**config.mk**
```make
export PLATFORM = sky130hd
export DESIGN_NAME = prog_loader
export DESIGN_NICKNAME = d
export VERILOG_FILES = /design/src/rtl/prog_loader.sv
export SDC_FILE = /design/constraint.sdc
export NUM_CORES = 1
export LEC_CHECK = 0
export BUFFER_PORTS_ARGS = -buffer_cell sky130_fd_sc_hd__buf_2
export CAP_MARGIN = 20
export CORE_MARGIN = 10
export CORE_UTILIZATION = 50
export CTS_CLUSTER_DIAMETER = 80
export DETAILED_ROUTE_END_ITERATION = 8
export HOLD_SLACK_MARGIN = 0.02
export PLACE_DENSITY_LB_ADDON = 0.15
export REMOVE_ABC_BUFFERS = 1
export SYNTH_ARGS = -nofsm -noshare
export SYNTH_HDL_FRONTEND = slang
export SYNTH_SLANG_ARGS = --single-unit
```
**constraint.sdc**
```tcl
create_clock -name clk -period 2.4 [get_ports clk]
set_clock_uncertainty 0.2 [all_clocks]
set_input_delay 0.24 -clock clk [delete_from_list [all_inputs] [get_ports clk]]
set_output_delay 0.24 -clock clk [all_outputs]
set_load 0.005 [all_outputs]
```
**src/rtl/prog_loader.sv**
```systemverilog
// Boot-time program loader: receives a framed image over UART (8N1) and writes it
// into the tile RAM, holding the CPU in reset until the image checksum is good.
module prog_loader #(
  parameter int unsigned CLKS_PER_BIT = 16,
  parameter logic [7:0]  SYNC_BYTE    = 8'hA5
) (
  input  logic       clk,
  input  logic       reset,
  input  logic       rx,
  input  logic       load_en,
  output logic [7:0] ram_addr,
  output logic [7:0] ram_wdata,
  output logic       ram_we,
  output logic       cpu_hold,
  output logic       done,
  output logic       err
);

  localparam int unsigned TW = (CLKS_PER_BIT > 1) ? $clog2(CLKS_PER_BIT) : 1;
  localparam logic [TW-1:0] FULL_M1 = TW'(CLKS_PER_BIT - 1);
  localparam logic [TW-1:0] HALF_M1 = TW'(CLKS_PER_BIT / 2 - 1);

  typedef enum logic [1:0] {RX_IDLE, RX_START, RX_DATA, RX_STOP} rx_state_t;

  typedef enum logic [2:0] {
    S_IDLE, S_WAIT_SYNC, S_GET_ADDR, S_GET_LEN, S_GET_DATA, S_GET_SUM, S_DONE, S_ERR
  } state_t;

  logic          rx_meta_q, rx_sync_q;
  rx_state_t     rx_st_q, rx_st_d;
  logic [TW-1:0] tmr_q, tmr_d;
  logic [2:0]    bit_q, bit_d;
  logic [7:0]    shf_q, shf_d;
  logic          bv_q, bv_d;
  logic          fe_q, fe_d;

  state_t        state_q, state_d;
  logic [7:0]    addr_q, addr_d;
  logic [7:0]    wdata_q, wdata_d;
  logic          we_q, we_d;
  logic          done_q, done_d;
  logic          err_q, err_d;
  logic [7:0]    sum_q, sum_d;
  logic [8:0]    cnt_q, cnt_d;

  // UART receiver; held idle while the loader itself is idle
  always_comb begin
    rx_st_d = rx_st_q;
    tmr_d   = tmr_q;
    bit_d   = bit_q;
    shf_d   = shf_q;
    bv_d    = 1'b0;
    fe_d    = 1'b0;
    if (state_q == S_IDLE) begin
      rx_st_d = RX_IDLE;
    end else begin
      case (rx_st_q)
        RX_IDLE: begin
          if (!rx_sync_q) begin
            rx_st_d = RX_START;
            tmr_d   = '0;
          end
        end
        RX_START: begin
          if (tmr_q == HALF_M1) begin
            tmr_d   = '0;
            bit_d   = '0;
            rx_st_d = rx_sync_q ? RX_IDLE : RX_DATA;
          end else begin
            tmr_d = tmr_q + TW'(1);
          end
        end
        RX_DATA: begin
          if (tmr_q == FULL_M1) begin
            tmr_d = '0;
            shf_d = {rx_sync_q, shf_q[7:1]};
            bit_d = bit_q + 3'd1;
            if (bit_q == 3'd7) rx_st_d = RX_STOP;
          end else begin
            tmr_d = tmr_q + TW'(1);
          end
        end
        RX_STOP: begin
          if (tmr_q == FULL_M1) begin
            tmr_d   = '0;
            rx_st_d = RX_IDLE;
            bv_d    = rx_sync_q;
            fe_d    = !rx_sync_q;
          end else begin
            tmr_d = tmr_q + TW'(1);
          end
        end
        default: rx_st_d = RX_IDLE;
      endcase
    end
  end

  // Frame parser and RAM write sequencing
  always_comb begin
    state_d = state_q;
    addr_d  = addr_q;
    wdata_d = wdata_q;
    we_d    = 1'b0;
    done_d  = done_q;
    err_d   = err_q;
    sum_d   = sum_q;
    cnt_d   = cnt_q;
    // address advances on the cycle after each write pulse
    if (we_q) addr_d = addr_q + 8'd1;
    if (!load_en) begin
      state_d = S_IDLE;
      done_d  = 1'b0;
      err_d   = 1'b0;
    end else begin
      case (state_q)
        S_IDLE: state_d = S_WAIT_SYNC;
        S_WAIT_SYNC: begin
          if (bv_q && shf_q == SYNC_BYTE) begin
            state_d = S_GET_ADDR;
            sum_d   = 8'd0;
          end
        end
        S_GET_ADDR: begin
          if (fe_q) begin
            state_d = S_ERR;
            err_d   = 1'b1;
          end else if (bv_q) begin
            addr_d  = shf_q;
            state_d = S_GET_LEN;
          end
        end
        S_GET_LEN: begin
          if (fe_q) begin
            state_d = S_ERR;
            err_d   = 1'b1;
          end else if (bv_q) begin
            cnt_d   = (shf_q == 8'd0) ? 9'd256 : {1'b0, shf_q};
            state_d = S_GET_DATA;
          end
        end
        S_GET_DATA: begin
          if (fe_q) begin
            state_d = S_ERR;
            err_d   = 1'b1;
          end else if (bv_q) begin
            wdata_d = shf_q;
            we_d    = 1'b1;
            sum_d   = sum_q + shf_q;
            cnt_d   = cnt_q - 9'd1;
            if (cnt_q == 9'd1) state_d = S_GET_SUM;
          end
        end
        S_GET_SUM: begin
          if (fe_q) begin
            state_d = S_ERR;
            err_d   = 1'b1;
          end else if (bv_q) begin
            if (shf_q == sum_q) begin
              state_d = S_DONE;
              done_d  = 1'b1;
            end else begin
              state_d = S_ERR;
              err_d   = 1'b1;
            end
          end
        end
        S_DONE:  state_d = S_DONE;
        S_ERR:   state_d = S_ERR;
        default: state_d = S_WAIT_SYNC;
      endcase
    end
  end

  always_ff @(posedge clk or posedge reset) begin
    if (reset) begin
      rx_meta_q <= 1'b1;
      rx_sync_q <= 1'b1;
      rx_st_q   <= RX_IDLE;
      tmr_q     <= '0;
      bit_q     <= '0;
      shf_q     <= '0;
      bv_q      <= 1'b0;
      fe_q      <= 1'b0;
      state_q   <= S_WAIT_SYNC;
      addr_q    <= '0;
      wdata_q   <= '0;
      we_q      <= 1'b0;
      done_q    <= 1'b0;
      err_q     <= 1'b0;
      sum_q     <= '0;
      cnt_q     <= '0;
    end else begin
      rx_meta_q <= rx;
      rx_sync_q <= rx_meta_q;
      rx_st_q   <= rx_st_d;
      tmr_q     <= tmr_d;
      bit_q     <= bit_d;
      shf_q     <= shf_d;
      bv_q      <= bv_d;
      fe_q      <= fe_d;
      state_q   <= state_d;
      addr_q    <= addr_d;
      wdata_q   <= wdata_d;
      we_q      <= we_d;
      done_q    <= done_d;
      err_q     <= err_d;
      sum_q     <= sum_d;
      cnt_q     <= cnt_d;
    end
  end

  assign ram_addr  = addr_q;
  assign ram_wdata = wdata_q;
  assign ram_we    = we_q;
  assign done      = done_q;
  assign err       = err_q;
  assign cpu_hold  = (state_q != S_IDLE) && (state_q != S_DONE);

endmodule

```
# [Word-level counts from Yosys, hierarchy flattened]
# Cells that the tools add are included.
[word_totals] regBits=60 wordCells=152 inputBits=4 output_inout_bits=20
[op_classes] n_addsub=5 muxes=64 eq_ne=43 bitwise_logic=2 reduce_logical=22
[ops] op="$mux W8" count=8
[ops] op="$mux W9" count=5
[ops] op="$mux W3" count=13
[ops] op="$ne A4 B4 Y1 const B" count=6
[ops] op="$pmux W3 S8" count=1
[ops] op="$mux W1" count=21
[ops] op="$ne A3 B3 Y1 const B" count=7
[ops] op="$ne A2 B2 Y1 const B" count=9
[ops] op="$pmux W9 S2" count=1
[ops] op="$pmux W8 S2" count=1
[ops] op="$reduce_and A4 Y1" count=4
[ops] op="$eq A3 B3 Y1 const B" count=5
[ops] op="$mux W2" count=7
[ops] op="$mux W4" count=3
[ops] op="$pmux W4 S3" count=1
[ops] op="$reduce_and A6 Y1" count=2
[ops] op="$reduce_and A5 Y1" count=2
[ops] op="$eq A9 B1 Y1 const B" count=1
[ops] op="$sub A9 B1 Y9 const B" count=1
[ops] op="$add A8 B1 Y8 const B" count=1
[ops] op="$add A8 B8 Y8" count=1
[ops] op="$eq A8 B8 Y1" count=1
[ops] op="$eq A8 B8 Y1 const B" count=1
[ops] op="$logic_not A8 Y1" count=1
[ops] op="other kinds (24)" count=33

# [Depth between registers and ports, before layout]
# Gate-level depths: netlist (run 1).
[logic_depth] depth_word=6 mapped_depth=7

# [Worst setup path before layout (run 1)]
# No wires, ideal clock.
[synth_path] path_type="register to register" from="register shf_q[1]" to="register sum_q[7]" path_buffers=0 stages_incl_launch_ff=7 path_slack_ns=0.177 setup_ns=0.126 arrival_ns=1.897 path_cell_list="dfrtp_1 > ha_1 > a211oi_1 > o211ai_1 > and3_1 > or2_2 > a221o_1"
[synth_via] elab_chain_cells=4 word_cells_on_any_way=8 cone_classes="add/sub: 1; eq/ne: 2; mux: 3; reduce/logical: 2"
[synth_lines] item="start: declaration" line="33" text="logic [7:0] shf_q, shf_d;"
[synth_lines] item="start signal: assignment" line="181" text="shf_q <= '0;"
[synth_lines] item="start signal: assignment" line="198" text="shf_q <= shf_d;"
[synth_lines] item="$add A8 B8 Y8 or $eq A8 B8 Y1 (tied branches)" line="148, 118"
[synth_lines] item="$mux W8 or $logic_and A1 B1 Y1 (tied branches)" line="145, 118"
[synth_lines] item="$mux W8 or $ne A2 B2 Y1 (tied branches)"
[synth_lines] item="$pmux W8 S2 or $reduce_and A5 Y1 (tied branches)"
[synth_lines] item="end signal: assignment" line="207" text="sum_q <= sum_d;"
[synth_lines] item="end: declaration" line="43" text="logic [7:0] sum_q, sum_d;"
# Several ways; a longest one is shown, not always the timed one. The select of a mux whose other input is x is not followed.
# A chain may end at the register's enable or synchronous reset.

# [Worst setup path in the final report (run 1)]
[layout_path] from="register sum_q[1]" to="register sum_q[7]"
[layout_via] elab_chain_cells=4
[layout_lines] item="$add A8 B8 Y8" line="148" text="sum_d = sum_q + shf_q;"
[layout_lines] item="$mux W8" line="145" text="end else if (bv_q) begin"
[layout_lines] item="$mux W8" line="142" text="if (fe_q) begin"
[layout_lines] item="$pmux W8 S2" line="115" text="case (state_q)"
# Every way passes these cells. The select of a mux whose other input is x is not followed.

==> results of run 1 <==
## how the worst min path moves through the flow
stage | start | end | cells after the start
final | rx_meta_q | rx_sync_q | 0
after global routing | rx_meta_q | rx_sync_q | 0
after CTS | rx_meta_q | rx_sync_q | 0
after detailed placement | reset | ram_wdata[5] | 3
after global placement | reset | ram_wdata[5] | 3
after floorplan | rx | rx_meta_q | 0
## layout by cell type, fill, tap and decap left out, drive strengths merged, types with 3 or more instances in the layout
master and n:
a21o 5, inv 14, a22o 7, xor2 7, nor3 12, a31oi 3, or4 3, dlygate4sd3 3
nand4 3, clkbuf 10, xnor2 9, o211ai 3, nor2b 7, ha 13, nor2 30, dfstp 3
dfrtp 57, nand3 8, buf 41, nand2 31, a21oi 28, and3 3, nor4 3, a211oi 4
o21ai 23, bufinv 3, mux2 18
## worst max-delay path: stages, from the launching register on
cell and delay, ns:
dfrtp_1 0.42, ha_1 0.33, a211oi_1 0.29, o211ai_1 0.16
and3_1 0.19, or2_2 0.29, a221o_1 0.29
## report_power, final
part	total, uW	internal [uW]	switching (uW)	leakage (uW)
combinational	86.6	35.3	51.3	0.000903
clock	1120	692	426	0.000117
sequential	1050	1030	16.9	0.000773
total	2250	1760	494	0.00179
## metal layers
| layer | track usage, % | up-vias |
|---|---|---|
| met5 | 0 | - |
| met2 | 22.9 | 45 |
| met4 | 6.97 | 0 |
| met1 | 20.4 | 1279 |
| li1 | - | 1279 |
| met3 | 4.83 | 11 |
## sequential cells by signal, indices dropped and copies added, names as in the netlist
name and count:
shf_q 8, bv_q 1, state_q 3, rx_st_q 2
cnt_q 9, sum_q 8, done 1, err 1
rx_sync_q 1, rx_meta_q 1, ram_we 1, ram_addr 8
fe_q 1, tmr_q 4, ram_wdata 8, bit_q 3
## logic make-up (layout without fill, tap and decap cells)
family | after synthesis | count (layout) | share of synthesized area [%]
XOR/XNOR | 16 | 16 | 4.25
multiplexers | 19 | 19 | 6.45
flip-flops | 60 | 60 | 45.6
buffers and inverters | 28 | 73 | 3.64
AND/OR/NAND/NOR | 110 | 110 | 17.0
adder cells (fa/ha/maj) | 14 | 14 | 5.54
AO/OA/AOI/OAI | 88 | 88 | 17.6
## stage by stage
step	utilization, %	area [um2]	total power, uW
floorplan	-	3230	1120
global placement	56.2	3590	1150
detailed placement	56.2	3590	1150
CTS	60.4	3860	2280
global route	60.4	3860	2330
finish	60.4	3860	2250
## timing repair
| action | CTS | global route |
|---|---|---|
| hold buffers | 3 | 0 |
| hold endpoints to repair | 63 | 0 |
| buffers inserted | 0 | 0 |
| gates resized for setup | 0 | 1 |
| endpoints found under the setup margin | 0 | 1 |
## area by class of cell
class / instances / area (um2)
Timing Repair Buffer: 44 / 293
Multi-Input combinational cell: 247 / 1680
Clock buffer: 10 / 128
Tap cell: 77 / 96.3
Sequential cell: 60 / 1510
Clock inverter: 6 / 111
Fill cell: 518 / 2530
Inverter: 13 / 48.8
==> run summary, run 1 <==
H-tree levels - 3
Cell Area, Synth - 0.00330 mm2
RSZ-0062 raised after global routing - no
Crit Path Category - reg -> reg
Die H - 101 um
Metal3 WL - 343 um
Post-route insts no fill - 457
Share of the synthesized area in the top cell type - 43.2%
CP arrival - 2.30 ns
Post-Syn Area per Cell - 9.85 um2
Initial antenna violation count - 0
Global-route total usage across every layer - 15.5%
CTS buffer count - 9
Drt drc - 0
R2R Path Start - sum_q[1]
Fmax - 441 MHz
Maxcap violations - 0
CP Launch Type - flip-flop
Tcrit/Tclk final - 94.5%
Worst skew pair latency - 0.35 ns
DRT met1 WL - 3440 um
WL/cell - 16.0 um
Endpoints failing hold - 0
CP Max Fanout - 3
Most instantiated cells after synthesis - 57 x dfrtp_1, 31 x nand2_1, 30 x nor2_1
Area of the die - 0.0102 mm2
CP Launch Point - sum_q[1]
Post-synth top area cell - dfrtp_1
Synth Warn # - 0
Pre-CTS WS - 0.135 ns
DRT Pass-1 Iters - 4
Post-Route WL - 7300 um
Post-synthesis async set-or-reset flop share - 100%
Most used DFF post-synth - dfrtp_1
Setup crit end kind - flip-flop
Hold slack final - 0.156 ns
Tmin final - 2.27 ns
ANT cells - 0
Highest metal used - met4
Vias per inst - 5.72
PwrDens - 583 mW/mm2
Post-detail-place hpwl - 5080 um
Largest net degree at the start of global routing - 31
Final setup fails - 0
Status - completed
Peak supply drop - 430 uV
IO Pins - 24
Vias - 2614
First-pass GRT wire length - 12800 um
Vias in the first global route - 2674
Root cell of the clock tree - clkbuf_8
CTS sink count - 60
Inst Count DP - 438
Path depth of the worst reg2reg path - 6
Number of synthesized flops with an enable pin - 0
Critical Path Sink - sum_q[7]
Area contributors post-synth - dfrtp_1 43%, mux2_2 6.1%, ha_1 4.9%
Syn-to-layout area delta - 17.0%
Core area - 0.00639 mm2
Final net count - 393
Chip Width - 101 um
Flop2flop setup slack - 0.13 ns
Share of layout cells above drive strength 1 - 23.4%
RePlAce Congestion - 0.860
Routed Antenna Nets - 0
Worst rel slew slack - 62.6%
Worst slew pin tran - 0.559 ns
Post-route setup slack - 0.133 ns
Initial Utilization - 51.7%
Worst R2R End - sum_q[7]
Unique masters post-synth - 55
Clock tree buffer depth - 2
Clock-pin slew on the worst setup and hold paths - 0.07 ns
I/O Buffers - 23
Most instantiated library cell after synthesis - dfrtp_1
Iteration-0 DRC Markers - 136
# rows - 29
Met2 WL - 3390 um
#FFs+latches synth - 60
Leakage power figure - 0.00179 uW
Register area share after synthesis - 45.6%
Worst Hold Class - reg -> reg
GR Overflow Total - 0
Final max-slew violation count - 0
CP required - 2.43 ns
CTS tree - done
Cell count after synthesis - 335
Setup tns final - 0 ns
No activity file was read; power rests on OpenSTA's default activity.
==> run 2: changes to the inputs <==
PLACE_DENSITY = 0.71   (was not set)
PLACE_DENSITY_LB_ADDON = not set   (was 0.15)
clock period = 1.8 ns   (was 2.4 ns; I/O delays follow)
==> run summary, run 2 (synthesized netlist as in run 1, its figures left out) <==
Inst Count DP - 488
Crit Path Category - reg -> reg
Clock-pin slew on the worst setup and hold paths - 0.07 ns
Tmin final - 2.18 ns
Drt drc - 0
Most frequent cells in the layout - 64 x buf_4, 55 x dfrtp_1, 28 x nand2_1, 23 x buf_2, 21 x a21oi_1
Fillers - 383
Chip Width - 101 um
CTS tree - done
Status - complete, but fails checks
I/O Buffers - 23
Vias per inst - 5.93
Most common cell after layout, fill and taps aside - buf_4
# rows - 29
Initial antenna violation count - 0
Endpoints failing hold - 0
Worst slew pin tran - 0.406 ns
First-pass GRT wire length - 15100 um
Routed Antenna Nets - 0
Setup tns final - -6.53 ns
RePlAce Congestion - 0.861
Core area - 0.00639 mm2
CP Max Fanout - 9
Final Util - 77.5%
WL/cell - 19.7 um
Root cell of the clock tree - clkbuf_8
Iteration-0 DRC Markers - 246
Post-route insts no fill - 531
CP arrival - 2.21 ns
CTS buffer count - 9
Leakage power figure - 0.00225 uW
ANT cells - 0
Global-route total usage across every layer - 18.3%
Post-detail-place hpwl - 5350 um
Initial Utilization - 51.7%
Tcrit/Tclk final - 121%
CP Launch Type - flip-flop
CP required - 1.83 ns
Clock tree buffer depth - 2
Final total power - 2730 uW
Failing checks - setup timing
GR Overflow Total - 0
H-tree levels - 3
Largest net degree at the start of global routing - 61
Largest reg by FF count - cnt_q
Setup crit end kind - flip-flop
Syn-to-layout area delta - 50.0%
RSZ-0062 raised after global routing - yes
Vias - 3148
Final setup fails - 48
Final net count - 467
Worst rel slew slack - 72.9%
Maxcap violations - 0
Final max-slew violation count - 0
CTS sink count - 60
Die H - 101 um
Pre-CTS WS - -0.396 ns
Fmax - 459 MHz
PwrDens - 552 mW/mm2
Share of layout cells above drive strength 1 - 48.7%
Post-route setup slack - -0.380 ns
Worst skew pair latency - 0.35 ns
DRT Pass-1 Iters - 5
Worst Hold Class - reg -> reg
Vias in the first global route - 3087
IO Pins - 24
Max reg flops - 9
Peak supply drop - 487 uV
Area of the die - 0.0102 mm2
Post-Route WL - 10500 um
-- run 2: cell types whose count changed in the layout (fill, tap and decap cells not counted), sizes merged --
cell | before | now
inv | 14 | 13
buf | 41 | 112
bufbuf | 0 | 1
clkinv | 1 | 2
clkbuf | 10 | 12
clkinvlp | 1 | 3
and2 | 1 | 2
bufinv | 3 | 0
-- run 2: metrics by stage --
stage	hold slack, ns	instance area, um2
CTS	0.111	4550
global placement	0.0623	4000
global route	0.162	4950
finish	0.157	4950
floorplan	-0.0155	3230
detailed placement	0.0661	4000
-- run 2: final cells by class --
type,count,area [um2],area share [%]
clock buffers,11,151,3.06
clock inverters,5,36.3,0.733
inverters,13,48.8,0.986
multi-input cells,248,2100,42.5
flip-flops and latches,60,1510,30.5
well taps,77,96.3,1.95
repair buffers,117,1010,20.3
-- run 2: path summary, 6_finish.rpt --
path	start	cells past startpoint	endpoint	slack [ns]
max	shf_q[3]	5	sum_q[2]	-0.38
min	rx_meta_q	0	rx_sync_q	0.16
max reg2reg	shf_q[3]	5	sum_q[2]	-0.38
min reg2reg	rx_meta_q	0	rx_sync_q	0.16
max in group asynchronous	reset	4	state_q[0]	0.86
min in group asynchronous	reset	4	ram_wdata[5]	0.23
-- run 2: power by group --
part | total, uW | internal [uW] | switching, uW
sequential | 1390 | 1370 | 22.6
combinational | 184 | 86.7 | 97.5
clock | 1150 | 573 | 580
total | 2730 | 2030 | 700
-- run 2: what timing repair did --
item,CTS,global route
hold buffers,3,0
setup endpoints to repair,41,44
resized for setup,63,75
pin swaps,27,27
buffers inserted,8,17
endpoints found under the hold margin,66,0
gates cloned,3,1
-- run 2: per-layer routing --
layer | GRT usage, % | routed length (um)
met5 | 0 | 0
met4 | 7.93 | 360
met3 | 5.04 | 604
met2 | 29.4 | 5300
met1 | 22.6 | 4210
-- run 2: critical path, cell delays in order, from the launching register on --
cell and delay, ns:
dfrtp_2 0.46, or4_4 0.59, nor3_4 0.28, a31oi_4 0.14
buf_12 0.17, a22o_1 0.23
==> run 3: changes to the inputs <==
BUFFER_PORTS_ARGS = not set   (was -buffer_cell sky130_fd_sc_hd__buf_2)
DONT_BUFFER_PORTS = 1   (was not set)
PLACE_DENSITY = 0.68   (was 0.71)
REMOVE_ABC_BUFFERS = not set   (was 1)
==> run summary, run 3 (synthesized netlist as in run 1, its figures left out) <==
Status - complete, but fails checks
Failing checks - setup timing
Leakage power figure - 0.00223 uW
Drt drc - 0
Worst rel slew slack - 69.8%
Fmax - 471 MHz
CTS buffer count - 9
Post-detail-place hpwl - 5790 um
Post-Route WL - 9310 um
Initial Utilization - 51.7%
Chip Width - 101 um
I/O Buffers - 0
Clock-pin slew on the worst setup and hold paths - 0.07 ns
Final total power - 3340 uW
Clock tree buffer depth - 2
Die H - 101 um
CP required - 1.81 ns
Root cell of the clock tree - clkbuf_8
ANT cells - 0
Area of the die - 0.0102 mm2
Switching power - 679 uW
Share of layout cells above drive strength 1 - 45.3%
Hold slack final - 0.0440 ns
DRT Pass-1 Iters - 4
Clock power frac - 52.5%
IO Pins - 24
Iteration-0 DRC Markers - 103
Syn-to-layout area delta - 49.6%
Vias - 2939
GR Overflow Total - 0
Path depth of the worst reg2reg path - 5
CP Launch Type - flip-flop
Worst slew pin tran - 0.452 ns
Int Pwr - 2660 uW
Most frequent cells in the layout - 72 x buf_4, 56 x dfrtp_1, 27 x nor2_1, 26 x nand2_1, 20 x buf_6
Placed Area - 0.00411 mm2
Worst skew pair latency - 0.33 ns
R2R Path Start - shf_q[3]
Crit path cell chain - or4_4, nor3_4, a31oi_4, buf_12, a22o_1
Vias in the first global route - 2962
Most common cell after layout, fill and taps aside - buf_4
Critical Path Sink - sum_q[5]
Final Instance Area - 0.00493 mm2
Final net count - 452
Fillers - 401
Core area - 0.00639 mm2
Endpoints failing hold - 0
Post-route setup slack - -0.324 ns
Final max-slew violation count - 0
Post-Synthesis Net Count - 353
RePlAce Congestion - 0.854
Power share of the sequential group - 41.9%
Vias per inst - 5.70
CTS tree - done
Initial antenna violation count - 0
First-pass GRT wire length - 14500 um
Max incr delay on CP - 0.60 ns
Routed Antenna Nets - 0
Global-route total usage across every layer - 17.5%
Flop2flop setup slack - -0.32 ns
Logic pwr share - 5.6%
CP Max Fanout - 5
CP arrival - 2.14 ns
RSZ-0062 raised after global routing - yes
CP Launch Point - shf_q[3]
CTS sink count - 60
# rows - 29
Final setup fails - 29
Max reg flops - 9
Crit Path Category - reg -> reg
Worst R2R End - sum_q[5]
Worst Hold Class - in -> reg
Largest net degree at the start of global routing - 31
Maxcap violations - 0
Peak supply drop - 747 uV
Tmin final - 2.12 ns
PwrDens - 677 mW/mm2
Setup crit end kind - flip-flop
Largest reg by FF count - cnt_q
Tcrit/Tclk final - 118%
Net Sw Frac - 20.3%
CP max stage cell - or4_4
H-tree levels - 3
WL/cell - 18.0 um
[run 3: cell count changes in the layout (fill, tap and decap cells not counted), moves of 3 or more]
cell       before  now
buf_2          23    2
bufinv_16       0    5
a21oi_1        21   18
a21oi_2         6    9
o21ai_0         5   10
nor2_2         10    2
o21ai_2         7    4
nor2_1         18   27
buf_4          64   72
nand2_2         2    5
[run 3: repair_timing]
action	CTS	global route
setup buffers	17	7
pin swaps	16	32
hold buffers	3	0
gates cloned	2	3
hold endpoints to repair	63	0
endpoints found under the setup margin	40	46
resized for setup	31	56
[run 3: cell type report]
cell class	instances	area [um2]	share of cell area, %
multi-input combinational	248	2090	42.3
sequential	60	1510	30.5
timing repair buffer	102	906	18.4
inverter	13	52.6	1.06
clock inverter	7	163	3.30
clock buffer	9	124	2.51
tap	77	96.3	1.95
[run 3: how the worst min path moves through the flow]
stage,cells after the start,endpoint,startpoint,slack [ns]
after floorplan,0,rx_meta_q,rx,-0.02
after global placement,1,sum_q[3],reset,-0.12
after detailed placement,1,sum_q[3],reset,-0.12
after CTS,4,state_q[0],load_en,0.1
after global routing,3,ram_we,load_en,0.05
final,3,ram_we,load_en,0.04
[run 3: power groups by stage]
stage               logic, uW  registers, uW  clock network (uW)
floorplan                92.8           1410                   0
global placement          143           1410                   0
detailed placement        148           1420                   0
CTS                       175           1390                1780
global route              213           1400                1840
finish                    187           1400                1750
[run 3: metrics by stage]
| stage | instances | utilization (%) | setup TNS, ns | worst slack, ns |
|---|---|---|---|---|
| after floorplan | 335 | - | -2.74 | -0.248 |
| after global placement | 472 | 64.3 | -4.77 | -0.259 |
| after detailed placement | 472 | 64.3 | -5.28 | -0.298 |
| after CTS | 509 | 73.9 | -3.71 | -0.294 |
| after global routing | 516 | 77.3 | -6.18 | -0.378 |
| final | 516 | 77.3 | -3.99 | -0.324 |
[run 3: critical path: cells and delay by family, from the launching register on]
kind	cells	cell delay [ns]
compound gates	2	0.36
buf+inv	1	0.16
flops	1	0.46
simple gates	2	0.83
[run 3: layer usage]
| layer | global-route usage (%) | vias to the layer above | part of all wire [%] |
|---|---|---|---|
| li1 | - | 1401 | - |
| met1 | 21.6 | 1458 | 43 |
| met2 | 29.2 | 63 | 50 |
| met3 | 4.08 | 17 | 5.2 |
| met4 | 6.00 | 0 | 2.0 |
| met5 | 0 | - | 0 |
